--- src/rtl/occ_sat_counter.sv ---
// occ_sat_counter
// Statistics counter that sticks at all-ones instead of wrapping, so a long
// BER run never reports a misleadingly small count. A synchronous clear
// takes priority over an increment in the same cycle.
// Ports:
//   clk_i  clock
//   rst_i  asynchronous active-high reset (count -> 0)
//   clr_i  synchronous clear
//   inc_i  increment request
//   cnt_o  current count
`timescale 1ns/1ps
module occ_sat_counter #(
  parameter int g_WIDTH = 32
) (
  input  logic               clk_i,
  input  logic               rst_i,
  input  logic               clr_i,
  input  logic               inc_i,
  output logic [g_WIDTH-1:0] cnt_o
);

  // Count up on request, hold once every bit is set.
  always_ff @(posedge clk_i or posedge rst_i) begin
    if (rst_i) begin
      cnt_o <= '0;
    end else if (clr_i) begin
      cnt_o <= '0;
    end else if (inc_i && (cnt_o != '1)) begin
      cnt_o <= cnt_o + g_WIDTH'(1);
    end
  end

endmodule

--- config.mk ---
export PLATFORM = sky130hd
export DESIGN_NAME = occ_sat_counter
export DESIGN_NICKNAME = d
export VERILOG_FILES = /design/src/rtl/occ_sat_counter.sv
export SDC_FILE = /design/constraint.sdc
export NUM_CORES = 1
export LEC_CHECK = 0
export ABC_CLOCK_PERIOD_IN_PS = 2780
export CORE_ASPECT_RATIO = 1.5
export CORE_MARGIN = 8
export CORE_UTILIZATION = 51
export DETAILED_ROUTE_END_ITERATION = 8
export GPL_ROUTABILITY_DRIVEN = 0
export PLACE_DENSITY = 0.8
export SLEW_MARGIN = 20
export SYNTH_ARGS = -nofsm -noshare
export SYNTH_HDL_FRONTEND = slang
export SYNTH_SLANG_ARGS = --single-unit
--- constraint.sdc ---
create_clock -name clk_i -period 2.78 [get_ports clk_i]
set_clock_uncertainty 0.2 [all_clocks]
set_input_delay 0.556 -clock clk_i [delete_from_list [all_inputs] [get_ports clk_i]]
set_output_delay 0.556 -clock clk_i [all_outputs]
set_load 0.01 [all_outputs]
Word level (Yosys, flattened, before mapping)
Index checks and enable logic that the tools add are counted.

Add/subtract/negate cells: 1. Eq/ne operators: 1. Multiplexer cells: 2. Reduce and logical (&&, ||, !) cells: 2.

Operators with widths (number): $mux 32 (2); $add 32x1->32 const B (1); $ne 32x32->1 const B (1); $reduce_bool 2->1 (1); $logic_and 1x1->1 (1).

Flip-flop bits (word level): 32. Input bits: 4. Output and inout bits: 32. Word-level logic and storage cells: 7.

Logic depth before layout (Yosys ltp)
Depth in word-level cells: 4. Depth in mapped cells: 7.

Worst setup path before layout
OpenSTA, ideal clock, no wires.

Kind: reg-to-reg. Start: reg cnt_o[0]. End: reg cnt_o[20]. Library setup time: 78 ps. Arrival: 2177 ps. Path slack: 325 ps. Cell stages (with the launch flop): 8. Buffers on the path: 1. Period minus slack after synthesis: 2455 ps. Cell sequence: dfrtp_1 > ha_1 > nand2_1 > or4_4 > or3_4 > buf_6 > or4_1 > a21oi_1.

Longest elaborated chain between the ends: 3.

Ends and longest elaborated chain: start, declared (RTL line 19) `output logic [g_WIDTH-1:0] cnt_o`; start signal, assigned (RTL line 29) `cnt_o <= cnt_o + g_WIDTH'(1);`; $add 32x1->32 / $ne 32x32->1 (equally long branches) (RTL line 29, 28); $mux 32 / $logic_and 1x1->1 (equally long branches) (RTL line 28) `end else if (inc_i && (cnt_o != '1)) begin`; $mux 32 / $reduce_bool 2->1 (equally long branches).

Several ways; a longest one is shown, not always the timed one. The select of a mux whose other input is x is not followed. A chain may end at the register's enable or synchronous reset.

Worst setup path after layout
Start: reg cnt_o[0]. End: reg cnt_o[28].

Same word-level chain as after synthesis.

==> flow_summary.ini <==
[worst_setup_path]
endpoint_kind = flop
path_class = reg -> reg
slowest_delay_ns = 0.49
path_cells = ha_1 -> nand2_1 -> or4_4 -> or3_4 -> or4_1 -> a21oi_1
cp_max_fo = 14
cp.required_ns = 2.78
r2r_slack_ns = 0.18
cp_slowest_cell = or4_1
critPathLaunchType = flop
crit_arrival_ns = 2.60

[sta]
period_needed_ns = 2.60
max_freq_mhz = 384
setup_tns_ns = 0
rsz0062_at_grt = no
worstMarginPinSlew_ns = 0.868
slew_headroom = 0.417
finalWorstSetupSlack_ns = 0.175
finalCritPeriodShare = 0.937
setup_violations = 0
slew_violations = 0
hold_violations = 0

[grt]
grt_remaining_overflow = 0
grt_pass1_wl_mm = 7.61
grt_pass1_vias = 1744
grt_antenna_before_repair = 0
grt_max_degree = 33
grt_usage = 0.167

[cells_and_area]
top_register = cnt_o
largestRegisters = cnt_o: 32 flops
stdcell_area_um2 = 2250
area_delta_synth_final_pct = 29.3
antenna_cells = 0
largest_register_ffs = 32
utilization = 0.671
instances_no_fill = 272
drive_above_1_share = 0.0826
nets = 235

[placed_design]
pre_cts_slack_ns = -0.0162
io_buffers = 35
dp.cells = 265
dp_hpwl_mm = 3.30
placed_cell_area_um2 = 2170

[cts]
clk_latency_ns = 0.28
htree_levels = 2
cts-root-buf = clkbuf_8
cts_sinks = 32
cts_resized = 0
cts_tree = built
cts_made_buffers = 5
ctsHoldBuffers = 0
cts.clk_slew.worst_paths_ns = 0.06
cts_buffer_depth = 2
postCtsSetupRepairBufs = 0

[detailed_routing]
drt-initial-drc-count = 63
vias = 1719
vias_per_cell = 6.32
drtPass1Iterations = 4
wl_per_cell_um = 16.9
routed_wl_mm = 4.60
route.detailed.drc = 0
antenna_left = 0

[job]
max-cap-violations = 0

[power_and_ir_drop]
p_seq_frac = 0.554
p_leak_uw = 0.000834
swShare = 0.232
power_density_nw_per_um2 = 379
switchingPower_uw = 198
intPower_uw = 655
ir_worst_vdd_v = 0.000370
pwr-share-clk = 0.396
power_frac_comb = 0.050

[die]
initial_core_util = 0.519
placement_rows = 26
die_h_um = 87.5
core-area_um2 = 3350
dieArea_um2 = 5580
die_x_um = 63.7
io_pins = 36

[yosys]
synth_nets = 191
syn_avg_cell_area_um2 = 9.36
synth.most_common_cell = dfrtp_1
ys_seq_area_frac = 0.460
yosysUniqueCellTypes = 33
synth_common_cells = dfrtp_1, a21oi_1, o31ai_1
synthTopCellsByArea = dfrtp_1, a21oi_1, o31ai_1
synth.top_cell.area_share = 0.460
yosysWarnings = 0
synth_edf_count = 0
netlist_instances = 186
synth_area_um2 = 1740
yosys.area.top_type = dfrtp_1
synthArstFlopShare = 1.00
ys_seq_elements = 32
synth_flop_cell = dfrtp_1

[status]
status = complete, no violations

[hold_path]
hp-class = reg -> reg
-- power groups by stage --
stage	sequential, µW	combinational (µW)	clock [µW]
floorplan	482	20.7	0
global placement	481	41.5	0
detailed placement	481	43.3	0
CTS	472	43.6	341
global route	472	47.2	359
finish	472	42.7	338
-- kinds of logic (layout without fill, tap and decap cells) --
logic type      Yosys count  after routing  share of synthesized area
flops                    32             32                      0.460
buf+inv                  14             58                     0.0352
compound gates           61             61                      0.218
simple gates             74             74                      0.259
fa+ha+maj                 1              1                    0.00719
xor+xnor                  3              3                     0.0151
mux                       1              1                    0.00575
-- critical path, delay by kind of cell, from the launching register on --
kind / cells / cell delay [ns]
adders and majority gates: 1 / 0.22
and+or+nand+nor: 4 / 1.51
AOI/OAI and AO/OA: 1 / 0.19
DFF: 1 / 0.41
-- cell usage in the layout (no fill, tap or decap), types with 10 or more instances in the layout --
cell type / instances
o31ai_1: 15
a21oi_1: 27
or4_1: 14
dfrtp_1: 32
nand2_1: 11
o21ai_0: 12
clkdlybuf4s50_1: 35
nand3_1: 10
or3_1: 12
-- area by class of cell --
cell class	instances	area, µm²
fill	282	1100
multi-input combinational	140	878
sequential	32	801
timing repair buffer	43	410
clock buffer	6	72.6
tap	42	52.6
inverter	8	30.0
clock inverter	1	5.00
-- worst paths after layout --
check / from / endpoint / cells after the start
hold reg to reg: cnt_o[31]$_DFFE_PP0P_ / cnt_o[31]$_DFFE_PP0P_ / 2
setup reg to reg: cnt_o[0]$_DFFE_PP0P_ / cnt_o[28]$_DFFE_PP0P_ / 6
min in group asynchronous: rst_i / cnt_o[30]$_DFFE_PP0P_ / 3
hold / removal: cnt_o[31]$_DFFE_PP0P_ / cnt_o[31]$_DFFE_PP0P_ / 2
setup / recovery: cnt_o[0]$_DFFE_PP0P_ / cnt_o[28]$_DFFE_PP0P_ / 6
max in group asynchronous: rst_i / cnt_o[8]$_DFFE_PP0P_ / 3
-- per-layer routing --
| metal | GRT usage | vias to the layer above | share of wire | wire length [µm] |
|---|---|---|---|---|
| li1 | - | 817 | - | - |
| met1 | 0.155 | 859 | 0.38 | 1740 |
| met2 | 0.313 | 35 | 0.55 | 2540 |
| met3 | 0.0627 | 8 | 0.055 | 251 |
| met4 | 0.0774 | 0 | 0.015 | 68 |
| met5 | 0 | - | 0 | 0 |
-- stage by stage --
| step | hold slack (ns) | power (µW) |
|---|---|---|
| 5_1_grt | 0.398 | 878 |
| 3_5_place_dp | 0.375 | 524 |
| 4_1_cts | 0.385 | 857 |
| 2_1_floorplan | 0.381 | 502 |
| 3_3_place_gp | 0.348 | 522 |
| 6_report | 0.380 | 853 |
No activity file was read; power rests on OpenSTA's default activity.
